<file path="config.mk">
export PLATFORM = sky130hd
export DESIGN_NAME = mips_execute_decode
export DESIGN_NICKNAME = d
export VERILOG_FILES = /design/src/rtl/mips_execute_decode.sv
export SDC_FILE = /design/constraint.sdc
export NUM_CORES = 1
export LEC_CHECK = 0
export CORE_MARGIN = 1
export CORE_UTILIZATION = 35
export CTS_CLUSTER_DIAMETER = 60
export DETAILED_ROUTE_END_ITERATION = 7
export GPL_TIMING_DRIVEN = 0
export PLACE_DENSITY = 0.68
export RECOVER_POWER = 50
export SETUP_SLACK_MARGIN = 0.3
export SLEW_MARGIN = 0
export SYNTH_ARGS = -nofsm -noshare
export SYNTH_HDL_FRONTEND = slang
export SYNTH_SLANG_ARGS = --single-unit
</file>
<file path="constraint.sdc">
create_clock -name system_clock -period 0.9 [get_ports system_clock]
set_clock_uncertainty 0.1 [all_clocks]
set_input_delay 0.18 -clock system_clock [delete_from_list [all_inputs] [get_ports system_clock]]
set_output_delay 0.18 -clock system_clock [all_outputs]
set_load 0.005 [all_outputs]
</file>
<file path="src/rtl/mips_execute_decode.sv">
// Combined decode/execute stage: main control, ALU control and 32-bit ALU feeding a registered EX/MEM bundle.
// Optional signed-overflow detection is enabled by defining ALU_OVERFLOW_EN.
module mips_execute_decode (
    input  logic        system_clock,
    input  logic        reset,
    input  logic        in_valid,
    input  logic [31:0] instruction,
    input  logic [31:0] rs_data,
    input  logic [31:0] rt_data,
    output logic        out_valid,
    output logic [31:0] alu_result,
    output logic        zero_output,
    output logic        overflow,
    output logic [31:0] store_data,
    output logic [4:0]  write_address,
    output logic        register_write,
    output logic        memory_read,
    output logic        memory_write,
    output logic        memory_to_register,
    output logic        branch_eq,
    output logic        branch_ne,
    output logic        jump
);

    localparam logic [5:0] OP_RTYPE = 6'b000000;
    localparam logic [5:0] OP_LW    = 6'b100011;
    localparam logic [5:0] OP_SW    = 6'b101011;
    localparam logic [5:0] OP_BEQ   = 6'b000100;
    localparam logic [5:0] OP_BNE   = 6'b000101;
    localparam logic [5:0] OP_ADDI  = 6'b001000;
    localparam logic [5:0] OP_ORI   = 6'b001101;
    localparam logic [5:0] OP_LUI   = 6'b001111;
    localparam logic [5:0] OP_J     = 6'b000010;

    typedef enum logic [3:0] {
        ALU_AND = 4'b0000,
        ALU_OR  = 4'b0001,
        ALU_ADD = 4'b0010,
        ALU_SUB = 4'b0110,
        ALU_SLT = 4'b0111,
        ALU_NOR = 4'b1100
    } alu_ctrl_t;

    logic [5:0]  opcode;
    logic [5:0]  funct;
    logic [15:0] imm;
    logic [4:0]  rt_field;
    logic [4:0]  rd_field;
    logic        unused_rs_field;

    assign opcode          = instruction[31:26];
    assign rt_field        = instruction[20:16];
    assign rd_field        = instruction[15:11];
    assign funct           = instruction[5:0];
    assign imm             = instruction[15:0];
    // rs arrives already resolved through rs_data.
    assign unused_rs_field = ^instruction[25:21];

    logic       reg_dst, alu_src, zero_ext, shift_upper;
    logic [1:0] alu_op;
    logic       dec_reg_write, dec_mem_read, dec_mem_write, dec_mem_to_reg;
    logic       dec_branch_eq, dec_branch_ne, dec_jump;

    always_comb begin
        reg_dst        = 1'b0;
        alu_src        = 1'b0;
        zero_ext       = 1'b0;
        shift_upper    = 1'b0;
        alu_op         = 2'b00;
        dec_reg_write  = 1'b0;
        dec_mem_read   = 1'b0;
        dec_mem_write  = 1'b0;
        dec_mem_to_reg = 1'b0;
        dec_branch_eq  = 1'b0;
        dec_branch_ne  = 1'b0;
        dec_jump       = 1'b0;
        case (opcode)
            OP_RTYPE: begin reg_dst = 1'b1; dec_reg_write = 1'b1; alu_op = 2'b10; end
            OP_LW: begin
                alu_src = 1'b1; dec_mem_read = 1'b1; dec_mem_to_reg = 1'b1; dec_reg_write = 1'b1;
            end
            OP_SW:   begin alu_src = 1'b1; dec_mem_write = 1'b1; end
            OP_BEQ:  begin dec_branch_eq = 1'b1; alu_op = 2'b01; end
            OP_BNE:  begin dec_branch_ne = 1'b1; alu_op = 2'b01; end
            OP_ADDI: begin alu_src = 1'b1; dec_reg_write = 1'b1; end
            OP_ORI:  begin alu_src = 1'b1; zero_ext = 1'b1; dec_reg_write = 1'b1; alu_op = 2'b11; end
            OP_LUI:  begin shift_upper = 1'b1; dec_reg_write = 1'b1; end
            OP_J:    dec_jump = 1'b1;
            default: ;
        endcase
    end

    alu_ctrl_t alu_ctrl;

    always_comb begin
        alu_ctrl = ALU_ADD;
        case (alu_op)
            2'b01: alu_ctrl = ALU_SUB;
            2'b11: alu_ctrl = ALU_OR;
            2'b10: begin
                case (funct)
                    6'b100010, 6'b100011: alu_ctrl = ALU_SUB;
                    6'b100100:            alu_ctrl = ALU_AND;
                    6'b100101:            alu_ctrl = ALU_OR;
                    6'b100111:            alu_ctrl = ALU_NOR;
                    6'b101010:            alu_ctrl = ALU_SLT;
                    default:              alu_ctrl = ALU_ADD;
                endcase
            end
            default: alu_ctrl = ALU_ADD;
        endcase
    end

    logic [31:0] operand_a, operand_b, imm_ext, alu_value, final_result;

    assign operand_a = rs_data;
    assign imm_ext   = zero_ext ? {16'h0000, imm} : {{16{imm[15]}}, imm};
    assign operand_b = alu_src ? imm_ext : rt_data;

    always_comb begin
        alu_value = 32'h0;
        case (alu_ctrl)
            ALU_ADD: alu_value = operand_a + operand_b;
            ALU_SUB: alu_value = operand_a - operand_b;
            ALU_AND: alu_value = operand_a & operand_b;
            ALU_OR:  alu_value = operand_a | operand_b;
            ALU_NOR: alu_value = ~(operand_a | operand_b);
            ALU_SLT: alu_value = {31'h0, $signed(operand_a) < $signed(operand_b)};
            default: alu_value = 32'h0;
        endcase
    end

    assign final_result = shift_upper ? {imm, 16'h0000} : alu_value;

    logic ovf_next;
`ifdef ALU_OVERFLOW_EN
    logic ovf_checked;
    // Only the trapping forms (add, sub, addi) report overflow; addu/subu and address math never do.
    assign ovf_checked = (opcode == OP_ADDI) ||
                         ((opcode == OP_RTYPE) && ((funct == 6'b100000) || (funct == 6'b100010)));
    always_comb begin
        ovf_next = 1'b0;
        if (ovf_checked) begin
            if (alu_ctrl == ALU_ADD)
                ovf_next = (operand_a[31] == operand_b[31]) && (final_result[31] != operand_a[31]);
            else if (alu_ctrl == ALU_SUB)
                ovf_next = (operand_a[31] != operand_b[31]) && (final_result[31] != operand_a[31]);
        end
    end
`else
    assign ovf_next = 1'b0;
`endif

    // Control strobes are squashed on bubbles so downstream stages never act on stale decode.
    always_ff @(posedge system_clock or negedge reset) begin
        if (!reset) begin
            out_valid          <= 1'b0;
            alu_result         <= 32'h0;
            zero_output        <= 1'b0;
            overflow           <= 1'b0;
            store_data         <= 32'h0;
            write_address      <= 5'h0;
            register_write     <= 1'b0;
            memory_read        <= 1'b0;
            memory_write       <= 1'b0;
            memory_to_register <= 1'b0;
            branch_eq          <= 1'b0;
            branch_ne          <= 1'b0;
            jump               <= 1'b0;
        end else begin
            out_valid          <= in_valid;
            alu_result         <= final_result;
            zero_output        <= (final_result == 32'h0);
            overflow           <= ovf_next & in_valid;
            store_data         <= rt_data;
            write_address      <= reg_dst ? rd_field : rt_field;
            register_write     <= dec_reg_write & in_valid;
            memory_read        <= dec_mem_read & in_valid;
            memory_write       <= dec_mem_write & in_valid;
            memory_to_register <= dec_mem_to_reg & in_valid;
            branch_eq          <= dec_branch_eq & in_valid;
            branch_ne          <= dec_branch_ne & in_valid;
            jump               <= dec_jump & in_valid;
        end
    end

endmodule

</file>
==> results.md <==
* Netlist area before placement at 8750 µm²
* Pin slew with the least headroom to its limit at 0.945 ns
* Setup repair after global routing missed its margin: yes
* TritonCTS clock tree: done
* Sequential share of power at 23.6%
* Count of final hold-check violations at 28
* Number of antenna-violating nets in the routed design at 0
* Smallest setup slack after layout at -4.22 ns
* Die width at 160 µm
* Total vias in the final route at 10,300
* Aggregate routed wire length at 41.5 mm
* Top cells by area in the synthesized netlist: sky130_fd_sc_hd__dfrtp_1 22%, sky130_fd_sc_hd__ha_1 15%, sky130_fd_sc_hd__a21oi_1 5.7%
* Int Pwr at 10,200 µW
* Starting Density at 35.9%
* Area inside the core boundary at 24,400 µm²
* Fmax achieved at 195 MHz
* Count of cell types in the netlist at 95
* Leakage Power at 0.00590 µW
* Final #Nets at 1,615
* Flip-flop and latch count after synthesis at 77
* Drt via density at 5.95
* Maximum number of pins on one net before global-route repair at 52
* DRT iter0 DRCs at 1,005
* Sw frac at 39.4%
* Final weighted congestion in routability-driven placement at 0.986
* Largest area contributor in the netlist: sky130_fd_sc_hd__dfrtp_1
* Number of core rows at 57
* Asr flop ratio synth at 100%
* Relative contribution of combinational cells to total power at 52.3%
* Post-CTS clock slew at the launch and capture registers of the worst setup and hold paths at 0.06 ns
* Worst Setup End Kind: register
* Critical path required time at 1.06 ns
* Total number of clock tree sinks at 77
* Max capacitance violation total at 0
* Die extent in y at 160 µm
* Final worst-path cycle share at 568%
* Violated checks: hold timing, setup timing
* Crit Path Max Fanout at 6
* Power density normalized to cell area at 1240 nW/µm²
* Synthesized area per cell at 7.92 µm²
* Vias in the first global route at 9,809
* Crit path launch type: input port
* Peak supply drop at 994 µV
* Total CTS buffers at 9
* Max transition margin at 36.5%
* Final hold slack at -0.200 ns
* Top_reg_cell synth: sky130_fd_sc_hd__dfrtp_1
* Die Footprint at 25,600 µm²
* Switching component of the power at 6660 µW
* Total cell area at the placement stage at 11,200 µm²
* Final setup fails at 119
* DRC Markers at 0
* Global-route wire length before repair at 60.6 mm
* Seq/Total Area, Yosys at 22.0%
* Area added between synthesis and finish at 55.4%
* Clock period minus final worst setup slack at 5.12 ns
* Post-detailed-route wirelength per cell at 23.9 µm
* Cell at the root of the clock tree: sky130_fd_sc_hd__clkbuf_16
* Combined global-route utilization of all metal layers at 31.4%
* H-tree levels at 3
* Crit path arrival time at 5.27 ns
* Final global-route overflow total at 0
* Estimated wirelength of the detail-placed design at 30.6 mm
* Number of antenna violations at the first check in global routing at 1
* Synth Instances at 1,105
* Yosys Warn Count at 0
* Filler instances at 2,253
* Crit Path Category: input port to register
* Number of enable flip-flop cells after synthesis at 0
* Count of pins on the block boundary at 178
* Power share of the clock group at 24.1%
* Finished Cell Area at 13,600 µm²
* Run status: finished, violations left
* Antenna diodes at 0
* Buffers from clock root to sink, at most at 2
* Min-Delay Path Class: input port to asynchronous set/reset pin
* Fraction of post-synthesis cell area in the top cell type by area at 22.0%
* Share of the core filled with cells in the final layout at 55.8%
* Buffers added on ports at 167
* Max-slew violations at 0
* Total nets after synthesis at 1,309
* Layout cells sized above 1 at 36.5%
* Count of TritonRoute iterations in the first routing pass at 5
-- cell usage after synthesis, types with 7 or more instances --
library cell / instances
sky130_fd_sc_hd__ha_1: 103
sky130_fd_sc_hd__nor4_1: 14
sky130_fd_sc_hd__nor2_1: 98
sky130_fd_sc_hd__a221oi_1: 8
sky130_fd_sc_hd__a21o_1: 14
sky130_fd_sc_hd__o21a_1: 27
sky130_fd_sc_hd__o31a_1: 7
sky130_fd_sc_hd__o31ai_1: 12
sky130_fd_sc_hd__a211oi_1: 24
sky130_fd_sc_hd__dfrtp_1: 77
sky130_fd_sc_hd__mux2_2: 22
sky130_fd_sc_hd__o21ai_0: 70
sky130_fd_sc_hd__nand2_1: 73
sky130_fd_sc_hd__o21bai_1: 11
sky130_fd_sc_hd__buf_2: 12
sky130_fd_sc_hd__and2_1: 9
sky130_fd_sc_hd__nand3_1: 22
sky130_fd_sc_hd__a21oi_1: 99
sky130_fd_sc_hd__inv_1: 104
sky130_fd_sc_hd__o211ai_1: 18
sky130_fd_sc_hd__xnor2_1: 12
sky130_fd_sc_hd__a31oi_1: 11
sky130_fd_sc_hd__buf_4: 10
sky130_fd_sc_hd__nor3_1: 24
sky130_fd_sc_hd__nand4_1: 10
sky130_fd_sc_hd__a2111oi_0: 8
sky130_fd_sc_hd__clkbuf_1: 35
sky130_fd_sc_hd__nor2b_1: 13
-- per-layer routing --
layer / vias to the layer above / global-route usage, % / part of all wire [%]
met5: - / 0 / 0.029
met4: 2 / 13.8 / 4.5
met3: 128 / 4.13 / 9.2
met2: 623 / 48.4 / 44
met1: 4969 / 43.6 / 43
li1: 4620 / - / -
-- state kept, by name, indices dropped and copies added (netlist names) --
| signal | count |
|---|---|
| branch_eq | 1 |
| memory_write | 1 |
| jump | 1 |
| store_data | 32 |
| register_write | 1 |
| out_valid | 1 |
| write_address | 5 |
| alu_result | 32 |
| branch_ne | 1 |
| memory_to_register | 1 |
| zero_output | 1 |
-- kinds of logic (layout without fill, tap and decap cells) --
| logic type | after synthesis | in the layout | share of synthesized area (%) |
|---|---|---|---|
| buffers and inverters | 168 | 478 | 8.33 |
| adder cells (fa/ha/maj) | 105 | 105 | 15.2 |
| flip-flops | 77 | 77 | 22.0 |
| XOR/XNOR | 16 | 16 | 1.60 |
| AND/OR/NAND/NOR | 325 | 325 | 19.3 |
| other | 1 | 1 | 0.0428 |
| AO/OA/AOI/OAI | 386 | 386 | 30.2 |
| multiplexers | 27 | 27 | 3.40 |
-- timing repair --
action | 4_1_cts | 5_1_grt
hold endpoints to repair | 29 | 29
endpoints found under the setup margin | 122 | 122
pin swaps | 84 | 84
gates resized for setup | 364 | 203
buffers inserted | 87 | 39
-- final cells by class --
cell class              count  area [µm²]  area share, %
clock inverters             3        43.8          0.322
inverters                 104         412           3.03
plain buffers              64         606           4.45
repair buffers            295        2470           18.1
multi-input cells         860        7480           55.0
well taps                 324         405           2.98
clock buffers              12         267           1.96
flip-flops and latches     77        1930           14.2
-- final timing paths --
kind | start | to | slack (ns) | depth (start not counted)
max in group asynchronous | reset | alu_result[3]$_DFF_PN0_ | 0.19 | 2
min in group system_clock | instruction[26] | branch_eq$_DFF_PN0_ | -0.07 | 2
max | instruction[31] | zero_output$_DFF_PN0_ | -4.22 | 21
min | reset | store_data[28]$_DFF_PN0_ | -0.20 | 1
-- critical path, stage by stage --
cell and delay [ns]:
sky130_fd_sc_hd__buf_8 0.10, sky130_fd_sc_hd__buf_12 0.12, sky130_fd_sc_hd__or4_4 0.52, sky130_fd_sc_hd__nand2_8 0.13, sky130_fd_sc_hd__clkbuf_16 0.16, sky130_fd_sc_hd__buf_6 0.09, sky130_fd_sc_hd__mux2_4 0.31, sky130_fd_sc_hd__inv_4 0.08
sky130_fd_sc_hd__ha_4 0.20, sky130_fd_sc_hd__o21ba_4 0.19, sky130_fd_sc_hd__or4_4 0.45, sky130_fd_sc_hd__buf_6 0.15, sky130_fd_sc_hd__a2111oi_4 0.41, sky130_fd_sc_hd__o311ai_4 0.19, sky130_fd_sc_hd__o311a_4 0.35, sky130_fd_sc_hd__nand2_1 0.07
sky130_fd_sc_hd__a31oi_1 0.08, sky130_fd_sc_hd__o32a_1 0.34, sky130_fd_sc_hd__or4b_1 0.54, sky130_fd_sc_hd__or4_4 0.46, sky130_fd_sc_hd__nor4_4 0.13
-- placed cells by master, fill, tap and decap left out, types with 9 or more instances in the layout --
cell type,synthesis,routed
sky130_fd_sc_hd__nor3_1,24,15
sky130_fd_sc_hd__clkbuf_2,1,81
sky130_fd_sc_hd__o31ai_1,12,9
sky130_fd_sc_hd__ha_4,0,13
sky130_fd_sc_hd__o21a_1,27,25
sky130_fd_sc_hd__and2_1,9,10
sky130_fd_sc_hd__clkbuf_1,35,10
sky130_fd_sc_hd__dfrtp_1,77,77
sky130_fd_sc_hd__mux2_4,0,11
sky130_fd_sc_hd__a31oi_1,11,9
sky130_fd_sc_hd__o21bai_1,11,10
sky130_fd_sc_hd__o211ai_1,18,18
sky130_fd_sc_hd__mux2_2,22,11
sky130_fd_sc_hd__nor2_1,98,82
sky130_fd_sc_hd__buf_4,10,93
sky130_fd_sc_hd__nor2b_1,13,9
sky130_fd_sc_hd__nor2_2,1,11
sky130_fd_sc_hd__xnor2_1,12,11
sky130_fd_sc_hd__ha_1,103,89
sky130_fd_sc_hd__clkdlybuf4s50_1,0,50
sky130_fd_sc_hd__dlygate4sd3_1,0,29
sky130_fd_sc_hd__buf_6,6,46
sky130_fd_sc_hd__a21oi_2,1,16
sky130_fd_sc_hd__nand3_1,22,15
sky130_fd_sc_hd__a211oi_1,24,11
sky130_fd_sc_hd__buf_2,12,20
sky130_fd_sc_hd__o21ai_0,70,57
sky130_fd_sc_hd__a21o_1,14,14
sky130_fd_sc_hd__o21ai_1,1,9
sky130_fd_sc_hd__a21oi_1,99,73
sky130_fd_sc_hd__nand4_1,10,10
sky130_fd_sc_hd__clkbuf_16,0,15
sky130_fd_sc_hd__inv_1,104,88
sky130_fd_sc_hd__a21oi_4,0,11
sky130_fd_sc_hd__nand2_1,73,65
-- power groups by stage --
stage	Clock [µW]	Sequential [µW]	Combinational, µW
2_1_floorplan	0	4110	3740
3_3_place_gp	0	4050	6650
3_5_place_dp	0	4050	6660
4_1_cts	4150	3980	8200
5_1_grt	4250	4020	9330
6_report	4060	3980	8830
-- through the flow --
| step | hold WS (ns) | instances | power (µW) | setup TNS, ns | setup slack (ns) |
|---|---|---|---|---|---|
| after floorplan | -0.216 | 1105 | 7850 | -92.40 | -4.22 |
| after global placement | 0.308 | 1596 | 10700 | -422.42 | -6.49 |
| after detailed placement | 0.0447 | 1598 | 10700 | -168.88 | -6.46 |
| after CTS | -0.335 | 1700 | 16300 | -129.06 | -4.33 |
| after global routing | -0.118 | 1739 | 17600 | -120.67 | -4.28 |
| final | -0.200 | 1739 | 16900 | -116.81 | -4.22 |
No activity file was read; power rests on OpenSTA's default activity.
